<file path="src/rtl/arc4_pkg.sv">
// arc4_pkg: shared ARC4 FSM state encoding, key geometry and key-byte selection
// contents: KEY_W/KEY_BYTES key geometry, t_arc4_state, key_byte(key, i) -> key byte for index i
package arc4_pkg;
    localparam int KEY_W     = 24;
    localparam int KEY_BYTES = 3;

    typedef enum logic [4:0] {
        IDLE, INIT,
        RD_I, WAIT_I, RD_J, WAIT_J, WR_I, WR_J,
        LEN,
        P_RD_I, P_WAIT_I, P_RD_J, P_WAIT_J, P_WR_I, P_WR_J, P_RD_P, P_WAIT_P, P_CT,
        FIN
    } t_arc4_state;

    // MSB byte of the key is used for i%3 == 0
    function automatic logic [7:0] key_byte(input logic [KEY_W-1:0] key, input logic [7:0] i);
        logic [7:0] m;
        m = i % 8'(KEY_BYTES);
        return key[KEY_W-1-8*int'(m) -: 8];
    endfunction
endpackage

</file>
<file path="src/rtl/arc4_encrypt.sv">
// arc4_encrypt: ARC4 encryptor producing a length-prefixed ciphertext (ct[0]=len, ct[1..len]=data)
// ports: clk, rst (sync, active-high); en/rdy start handshake, key latched on accept;
//        s_addr/s_rddata/s_wrdata/s_wren drive an external 256x8 S RAM (1-cycle read latency);
//        pt_addr/pt_rddata read the plaintext (1-cycle latency); ct_addr/ct_wrdata/ct_wren write ciphertext
module arc4_encrypt
    import arc4_pkg::*;
#(
    parameter int LEN_W = 8
) (
    input  logic             clk,
    input  logic             rst,
    input  logic             en,
    output logic             rdy,
    input  logic [KEY_W-1:0] key,
    output logic [7:0]       s_addr,
    input  logic [7:0]       s_rddata,
    output logic [7:0]       s_wrdata,
    output logic             s_wren,
    output logic [LEN_W-1:0] pt_addr,
    input  logic [7:0]       pt_rddata,
    output logic [LEN_W-1:0] ct_addr,
    output logic [7:0]       ct_wrdata,
    output logic             ct_wren
);
    t_arc4_state      state_q, state_d;
    logic [7:0]       i_q, i_d, j_q, j_d, si_q, si_d, sj_q, sj_d;
    logic [LEN_W-1:0] len_q, len_d, k_q, k_d;
    logic [KEY_W-1:0] key_q, key_d;
    logic             rdy_q, rdy_d, s_wren_q, s_wren_d, ct_wren_q, ct_wren_d;
    logic [7:0]       s_addr_q, s_addr_d, s_wrdata_q, s_wrdata_d, ct_wrdata_q, ct_wrdata_d;
    logic [LEN_W-1:0] pt_addr_q, pt_addr_d, ct_addr_q, ct_addr_d;

    // Outputs are registered: a write decided in state X appears on the bus during the next state.
    always_comb begin
        state_d     = state_q;
        i_d         = i_q;
        j_d         = j_q;
        si_d        = si_q;
        sj_d        = sj_q;
        len_d       = len_q;
        k_d         = k_q;
        key_d       = key_q;
        rdy_d       = rdy_q;
        s_addr_d    = s_addr_q;
        s_wrdata_d  = s_wrdata_q;
        pt_addr_d   = pt_addr_q;
        ct_addr_d   = ct_addr_q;
        ct_wrdata_d = ct_wrdata_q;
        s_wren_d    = 1'b0;
        ct_wren_d   = 1'b0;
        case (state_q)
            IDLE: if (en) begin
                key_d     = key;
                rdy_d     = 1'b0;
                i_d       = 8'd0;
                j_d       = 8'd0;
                pt_addr_d = '0;  // pt[0] is then stable by the time LEN samples it
                state_d   = INIT;
            end
            INIT: begin
                s_addr_d   = i_q;
                s_wrdata_d = i_q;
                s_wren_d   = 1'b1;
                i_d        = i_q + 8'd1;
                state_d    = (i_q == 8'hFF) ? RD_I : INIT;
            end
            RD_I: begin
                s_addr_d = i_q;
                state_d  = WAIT_I;
            end
            WAIT_I:   state_d = RD_J;
            RD_J: begin
                si_d     = s_rddata;
                j_d      = j_q + s_rddata + key_byte(key_q, i_q);
                s_addr_d = j_d;
                state_d  = WAIT_J;
            end
            WAIT_J:   state_d = WR_I;
            WR_I, P_WR_I: begin
                sj_d       = s_rddata;
                s_addr_d   = i_q;
                s_wrdata_d = s_rddata;
                s_wren_d   = 1'b1;
                state_d    = (state_q == WR_I) ? WR_J : P_WR_J;
            end
            WR_J: begin
                s_addr_d   = j_q;
                s_wrdata_d = si_q;
                s_wren_d   = 1'b1;
                i_d        = i_q + 8'd1;
                state_d    = (i_q == 8'hFF) ? LEN : RD_I;
            end
            LEN: begin
                len_d       = LEN_W'(pt_rddata);
                ct_addr_d   = '0;
                ct_wrdata_d = pt_rddata;
                ct_wren_d   = 1'b1;
                i_d         = 8'd0;
                j_d         = 8'd0;
                k_d         = LEN_W'(1);
                state_d     = (pt_rddata == 8'd0) ? FIN : P_RD_I;
            end
            P_RD_I: begin
                i_d       = i_q + 8'd1;
                s_addr_d  = i_q + 8'd1;
                pt_addr_d = k_q;  // pt[k] fetch overlaps the S reads
                state_d   = P_WAIT_I;
            end
            P_WAIT_I: state_d = P_RD_J;
            P_RD_J: begin
                si_d     = s_rddata;
                j_d      = j_q + s_rddata;
                s_addr_d = j_d;
                state_d  = P_WAIT_J;
            end
            P_WAIT_J: state_d = P_WR_I;
            P_WR_J: begin
                s_addr_d   = j_q;
                s_wrdata_d = si_q;
                s_wren_d   = 1'b1;
                state_d    = P_RD_P;
            end
            P_RD_P: begin
                s_addr_d = si_q + sj_q;
                state_d  = P_WAIT_P;
            end
            P_WAIT_P: state_d = P_CT;
            P_CT: begin
                ct_addr_d   = k_q;
                ct_wrdata_d = pt_rddata ^ s_rddata;
                ct_wren_d   = 1'b1;
                k_d         = k_q + LEN_W'(1);
                state_d     = (k_q == len_q) ? FIN : P_RD_I;
            end
            FIN: begin
                rdy_d   = 1'b1;
                state_d = IDLE;
            end
            default:  state_d = IDLE;
        endcase
    end

    always_ff @(posedge clk) begin
        if (rst) begin
            state_q     <= IDLE;
            i_q         <= '0;
            j_q         <= '0;
            si_q        <= '0;
            sj_q        <= '0;
            len_q       <= '0;
            k_q         <= '0;
            key_q       <= '0;
            rdy_q       <= 1'b1;
            s_addr_q    <= '0;
            s_wrdata_q  <= '0;
            s_wren_q    <= 1'b0;
            pt_addr_q   <= '0;
            ct_addr_q   <= '0;
            ct_wrdata_q <= '0;
            ct_wren_q   <= 1'b0;
        end else begin
            state_q     <= state_d;
            i_q         <= i_d;
            j_q         <= j_d;
            si_q        <= si_d;
            sj_q        <= sj_d;
            len_q       <= len_d;
            k_q         <= k_d;
            key_q       <= key_d;
            rdy_q       <= rdy_d;
            s_addr_q    <= s_addr_d;
            s_wrdata_q  <= s_wrdata_d;
            s_wren_q    <= s_wren_d;
            pt_addr_q   <= pt_addr_d;
            ct_addr_q   <= ct_addr_d;
            ct_wrdata_q <= ct_wrdata_d;
            ct_wren_q   <= ct_wren_d;
        end
    end

    assign rdy       = rdy_q;
    assign s_addr    = s_addr_q;
    assign s_wrdata  = s_wrdata_q;
    assign s_wren    = s_wren_q;
    assign pt_addr   = pt_addr_q;
    assign ct_addr   = ct_addr_q;
    assign ct_wrdata = ct_wrdata_q;
    assign ct_wren   = ct_wren_q;
endmodule
</file>
<file path="config.mk">
export PLATFORM = sky130hd
export DESIGN_NAME = arc4_encrypt
export DESIGN_NICKNAME = d
export VERILOG_FILES = /design/src/rtl/arc4_pkg.sv /design/src/rtl/arc4_encrypt.sv
export SDC_FILE = /design/constraint.sdc
export NUM_CORES = 1
export LEC_CHECK = 0
export CORE_UTILIZATION = 50
export DETAILED_ROUTE_END_ITERATION = 10
export PLACE_DENSITY_LB_ADDON = 0.25
export SYNTH_ARGS = -nofsm -noshare
export SYNTH_HDL_FRONTEND = slang
export SYNTH_SLANG_ARGS = --single-unit
</file>
<file path="constraint.sdc">
create_clock -name clk -period 7.37 [get_ports clk]
set_input_delay 1.8425 -clock clk [delete_from_list [all_inputs] [get_ports clk]]
set_output_delay 1.8425 -clock clk [all_outputs]
set_load 0.05 [all_outputs]
</file>
# --- Word-level counts from Yosys, hierarchy flattened ---
# Index checks and enable logic that the tools add are counted.
word_totals:
  inputBits: 43
  elab_cells: 87
  reg_bits: 120
op_classes:
  mux: 20
  eq_ne: 21
  bitwise_logic: 1
  n_shift: 1
  n_reduce_logical: 21
  addsub: 6
  div_mod_pow: 1
ops:
  columns: ["cell", "count"]
  rows:
  - ["case mux 5 bit (17 select lines)", 1]
  - ["case mux 8 bit (2 select lines)", 4]
  - ["case mux 8 bit (3 select lines)", 2]
  - ["case mux 8 bit (6 select lines)", 1]
  - ["equality test 5 x 4 -> 1 bit, second input constant", 8]
  - ["case mux 8 bit (4 select lines)", 1]
  - ["variable part select 31 x 12 -> 8 bit", 1]
  - ["adder 8 bit", 3]
  - ["equality test 5 x 3 -> 1 bit, second input constant", 4]
  - ["adder 8 x 1 -> 8 bit, second input constant", 2]
  - ["equality test 5 bit, second input constant", 3]
  - ["two-way mux 5 bit", 3]
  - ["subtractor 5 x 11 -> 12 bit, first input constant", 1]
  - ["equality test 5 x 2 -> 1 bit, second input constant", 2]
  - ["AND reduction 2 bit", 5]
  - ["equality test 8 bit", 1]
  - ["equality test 8 bit, second input constant", 1]
  - ["zero test 8 bit", 1]
  - ["modulo 8 x 2 -> 8 bit, second input constant", 1]
  - ["two-way mux 4 bit", 2]
  - ["two-way mux 8 bit", 1]
  - ["OR reduction 2 bit", 4]
  - ["bitwise XOR 8 bit", 1]
  - ["nonzero test 2 bit", 3]
  - ["other kinds (12)", 15]

# --- Logic depth before layout (Yosys ltp) ---
# Gate-level depths: netlist of run 1.
depth:
  ltp_word: 5
  ltp_mapped: 31
  ltp_nobuf: 26

# --- Worst setup path after synthesis of run 1 ---
# No wires, ideal clock.
synth_timing:
  path_kind: "reg-to-reg"
  startpoint: "reg i_q[3]"
  endpoint: "reg s_addr_q[7], in the netlist s_addr[7]"
  arrival_ns: 5.656
  slack_ns: 1.548
  n_path_buf: 3
  path_stages_with_launch: 28
  period_less_slack_ns: 5.822
  path_cell_list: "dfxtp_1 -> clkbuf_1 -> and3b_1 -> o31a_1 -> a2bb2oi_1 -> nand2_1 -> ha_1 -> clkbuf_1 -> nor3_1 -> nand2_1 -> xnor2_1 -> ha_1 -> nor4_4 -> mux2_2 -> ha_1 -> buf_1 -> nor2_4 -> and2_1 -> o21a_1 -> ha_1 -> a21o_1 -> a21o_1 -> a21o_1 -> a21oi_1 -> o21ai_0 -> xnor2_1 -> xnor2_1 -> a21oi_1"
synth_between:
  elab_chain_len: 5
synth_lines:
  columns: ["element", "line", "text"]
  rows:
  - ["from (decl)", "arc4_encrypt.sv:26", "logic [7:0] i_q, i_d, j_q, j_d, si_q, si_d, sj_q, sj_d;"]
  - ["from (signal assigned)", "arc4_encrypt.sv:163", "i_q <= i_d;"]
  - ["modulo 8 x 2 -> 8 bit", "arc4_pkg.sv:18", "m = i % 8'(KEY_BYTES);"]
  - ["subtractor 5 x 11 -> 12 bit", "arc4_pkg.sv:19", "return key[KEY_W-1-8*int'(m) -: 8];"]
  - ["variable part select 31 x 12 -> 8 bit", "arc4_pkg.sv:19", null]
  - ["adder 8 bit", "arc4_encrypt.sv:74", "j_d = j_q + s_rddata + key_byte(key_q, i_q);"]
  - ["case mux 8 bit (6 select lines) (*)", "arc4_encrypt.sv:51", "case (state_q)"]
  - ["to (signal assigned)", "arc4_encrypt.sv:171", "s_addr_q <= s_addr_d;"]
  - ["to (decl)", "arc4_encrypt.sv:30", "logic [7:0] s_addr_q, s_addr_d, s_wrdata_q, s_wrdata_d, ct_wrdata_q, ct_wrdata_d;"]
# Every way passes the cells marked *; elsewhere a longest branch is shown, timed or not.
# A chain may end at the register's enable or synchronous reset.

# --- Final worst setup path of run 1 ---
layout_timing:
  startpoint: "reg i_q[4]"
  endpoint: "reg s_addr_q[7], in the netlist s_addr[7]"
# Same word-level chain as after synthesis.

==> out/metrics.cfg, run 1 <==
[timing]
fmax_mhz = 147
tns_ps = 0
rsz0062_at_grt = no
fin_crit_ps = 6800
slew_violations = 0
slew_headroom_pct = 21.6
setup_viol = 0
period_share_pct = 92.2
tightest_slew_ps = 1170
layout_setup_ws_ps = 572
skew_ps = 8.41
hold_viol_final = 0

[logic_synthesis]
ys_seq_elements = 120
postSynth.asyncResetShare_pct = 0
syn_avg_cell_area_um2 = 7.91
ys.flop_type = dfxtp_1
synth_cell_types = 73
yosys.area.top_type_share_pct = 34.9
yosysWarnings = 0
syn-instance-count = 871
syn_nets = 945
synth_edf_count = 0
synth_largest_area_cell = dfxtp_1
ys_seq_area_share_pct = 34.9
yosys-top-cells-area = dfxtp_1 35%, nand2_1 7.0%, a21oi_1 6.0%
syn_area_um2 = 6890

[clocking]
insertion_delay_ps = 420
cts_tree = built
cts_resized = 0
post-cts-setup-buffer-count = 0
htreeDepth = 4
clock-sinks = 120
cts-hold-fix-buffers = 0
numCtsBuffers = 17
path_clk_slew_ps = 60
clock_path_buffers = 2
root_buffer = clkbuf_16

[drt]
ant_nets = 0
drtIter0Drc = 665
first_pass_iters = 5
via_per_inst = 5.90
wl_per_cell_um = 16.9
drt-total-wl_mm = 18.8
vias = 6564
drc = 0

[worst_setup_path]
slowest_stage = xnor2_1
crit_start = i_q[4]
crit_type = register to register
path_cells = and3b_1 -> o31a_1 -> a2bb2oi_1 -> nand2_1 -> ha_1 -> nor3_1 -> nand2_1 -> xnor2_1 -> ha_1 -> nor4_4 -> xnor2_1 -> ha_1 -> nor2_4 -> and2_1 -> o21a_1 -> ha_1 -> a21o_1 -> a21o_1 -> a21o_1 -> a21oi_1 -> o21ai_0 -> xnor2_1 -> xnor2_1 -> a21oi_1
slowest_delay_ps = 910
worstPathArrival_ps = 7090
cp.buffers_inverters = 0
crit_fanout = 18
required_ps = 7660
cp-end-kind = register
path_delay_family = compound AO/OA/AOI/OAI gates
critPathLaunchType = register
worstReg2RegStart = i_q[4]

[finish]
fill_cells = 1225
nNetsFinal = 998
final_core_util_pct = 62.6
drive_gt1_share_pct = 5.76
area_growth_pct = 21.3
n_antenna_cell = 0

[pwr]
p_int_w = 0.00126
p_clk_share_pct = 49.4
seq_power_share_pct = 40.2
peakVddDrop_mv = 0.150
p_switching_w = 0.000421
leakagePower_nw = 3.19
p_sw_share_pct = 25.1
p_per_area_nw_per_um2 = 201
pwr-share-comb_pct = 10.4

[floorplan]
core_um2 = 13300
rows = 42
initial_core_util_pct = 51.6
die_w_um = 119
ios = 86
die_area_um2 = 14200
die_y_um = 119

[global_route]
grt_pass1_wl_mm = 30.3
grt_pass1_vias = 5866
antenna_found_initial = 0
grt-ovfl-total = 0
grt_usage_pct = 27.0
grt_max_degree = 69

[placed_design]
pre_cts_ws_ps = 619
gp_congestion = 0.880
hpwlAfterDp_mm = 12.9
io_buffers = 85

[run]
cap_viol_max_count = 0

[worst_hold_path]
hold_start = key_q[3]
hp-class = register to register

[run_status]
status = finished clean

==> power by group through the flow <==
| stage | registers, W | logic, W | clock network [W] |
|---|---|---|---|
| after floorplan | 0.000703 | 0.0000937 | 0 |
| after global routing | 0.000676 | 0.000189 | 0.000866 |
| after global placement | 0.000688 | 0.000169 | 0 |
| after detailed placement | 0.000688 | 0.000172 | 0 |
| after CTS | 0.000675 | 0.000173 | 0.000836 |
| final | 0.000675 | 0.000174 | 0.000828 |
==> metal layers <==
metal  vias up  part of all wire, %  wire (µm)  track usage [%]
met2       222                   45       8530             41.4
met1      3089                   46       8680             37.3
met4         0                  2.0        370             8.91
li1       3227                    -          -                -
met3        26                  6.3       1190             6.32
met5         -                    0          0                0
==> flip-flops by register name (all words and copies together) (netlist names) <==
signal     cells
s_wrdata       8
s_wren         1
rdy            1
k_q            8
j_q            8
sj_q           8
si_q           8
i_q            8
ct_addr        8
key_q         24
s_addr         8
ct_wren        1
ct_wrdata      8
pt_addr        8
state_q        5
len_q          8
==> cells in the mapped netlist (4+ instances only) <==
cell / n
nand3b_1: 4
o21bai_1: 7
xor2_1: 18
nand2_1: 129
nand2b_1: 6
nor4_1: 11
nor3_1: 11
a31oi_1: 13
nor2b_1: 17
buf_2: 6
nor2_1: 97
inv_1: 13
dfxtp_1: 120
ha_1: 28
a21oi_1: 82
xnor2_1: 21
o21ai_0: 46
a21o_1: 8
a221oi_1: 13
a22oi_1: 35
a32oi_1: 5
clkbuf_1: 44
mux2i_1: 13
mux2_1: 6
a211oi_1: 11
nor3b_1: 13
and3_1: 9
nand3_1: 17
o21a_1: 6
==> path summary, 6_finish.rpt <==
path                    end  cells after the start  slack, ps
hold reg to reg    key_q[3]                      2        450
hold / removal     key_q[3]                      2        450
setup / recovery  s_addr[7]                     24        570
setup reg to reg  s_addr[7]                     24        570
==> placed cells by master (no fill, tap or decap), types with 5 or more instances in the layout <==
master / count
nand2b_1: 6
dfxtp_1: 120
inv_1: 13
nand3_1: 17
and3_1: 9
a31oi_1: 13
nor2_1: 97
ha_1: 28
a221oi_1: 13
mux2_1: 6
a211oi_1: 11
nand2_1: 129
mux2i_1: 13
nor4_1: 11
a21oi_1: 82
nor3_1: 11
a21o_1: 8
xor2_1: 18
o21a_1: 6
a32oi_1: 5
xnor2_1: 21
o21ai_0: 46
a22oi_1: 35
clkdlybuf4s50_1: 84
nor3b_1: 12
o21bai_1: 7
nor2b_1: 17
buf_4: 6
clkbuf_16: 17
==> metrics by stage <==
stage	hold WS (ps)	total power (W)	cells	instance area (µm²)
after CTS	454	0.00168	1113	8350
after floorplan	432	0.000796	871	6890
after global placement	442	0.000858	1081	7760
after global routing	475	0.00173	1113	8350
final	452	0.00168	1113	8350
after detailed placement	446	0.000860	1081	7760
==> worst min-delay path: cells and delay by family (launching register included) <==
kind            cells  cell delay, ps
simple gates        1              50
compound gates      1              50
flops               1             300
==> cell type report <==
| class | count | area (µm²) | share of cell area [%] |
|---|---|---|---|
| Clock buffer | 21 | 470 | 5.63 |
| Clock inverter | 11 | 123 | 1.47 |
| Inverter | 13 | 48.8 | 0.584 |
| Multi-Input combinational cell | 682 | 4200 | 50.3 |
| Sequential cell | 120 | 2400 | 28.8 |
| Tap cell | 176 | 220 | 2.64 |
| Timing Repair Buffer | 90 | 886 | 10.6 |
==> cell families (layout without fill, tap and decap cells) <==
kind of cell	Yosys count	after routing	share of synthesized area, %
AOI/OAI and AO/OA	260	260	24.5
xor gates and xnor gates	39	39	4.96
adders and majority gates	31	31	5.96
buffers and inverters	69	135	4.20
DFF	120	120	34.9
muxes	20	20	3.03
and+or+nand+nor	332	332	22.5
Note: power is estimated with default switching activity, not from simulation.
==> run 2: changes to the inputs <==
--- a/config.mk
+++ b/config.mk
@@ -8,6 +8,7 @@
 export CORE_UTILIZATION = 50
 export DETAILED_ROUTE_END_ITERATION = 10
 export PLACE_DENSITY_LB_ADDON = 0.25
+export SKIP_CTS_REPAIR_TIMING = 1
 export SYNTH_ARGS = -nofsm -noshare
 export SYNTH_HDL_FRONTEND = slang
 export SYNTH_SLANG_ARGS = --single-unit
==> results of run 2 <==
Final layout, timing and power as in run 1 (identical DEF).
==> run 3: changes to the inputs <==
--- a/config.mk
+++ b/config.mk
@@ -6,9 +6,11 @@
 export NUM_CORES = 1
 export LEC_CHECK = 0
 export CORE_UTILIZATION = 50
+export CTS_CLUSTER_DIAMETER = 150
 export DETAILED_ROUTE_END_ITERATION = 10
 export PLACE_DENSITY_LB_ADDON = 0.25
 export SKIP_CTS_REPAIR_TIMING = 1
+export SKIP_LAST_GASP = 1
 export SYNTH_ARGS = -nofsm -noshare
 export SYNTH_HDL_FRONTEND = slang
 export SYNTH_SLANG_ARGS = --single-unit
==> constraint.sdc (replaced) <==
create_clock -name clk -period 7.37 [get_ports clk]
set_input_delay 1.8425 -clock clk [delete_from_list [all_inputs] [get_ports clk]]
set_output_delay 1.8425 -clock clk [all_outputs]
set_load 0.005 [all_outputs]
==> results of run 3 <==
The final DEF is identical to that of run 1. Status: finished clean.
Main changes from that run: total power 0.00168 W -> 0.00166 W
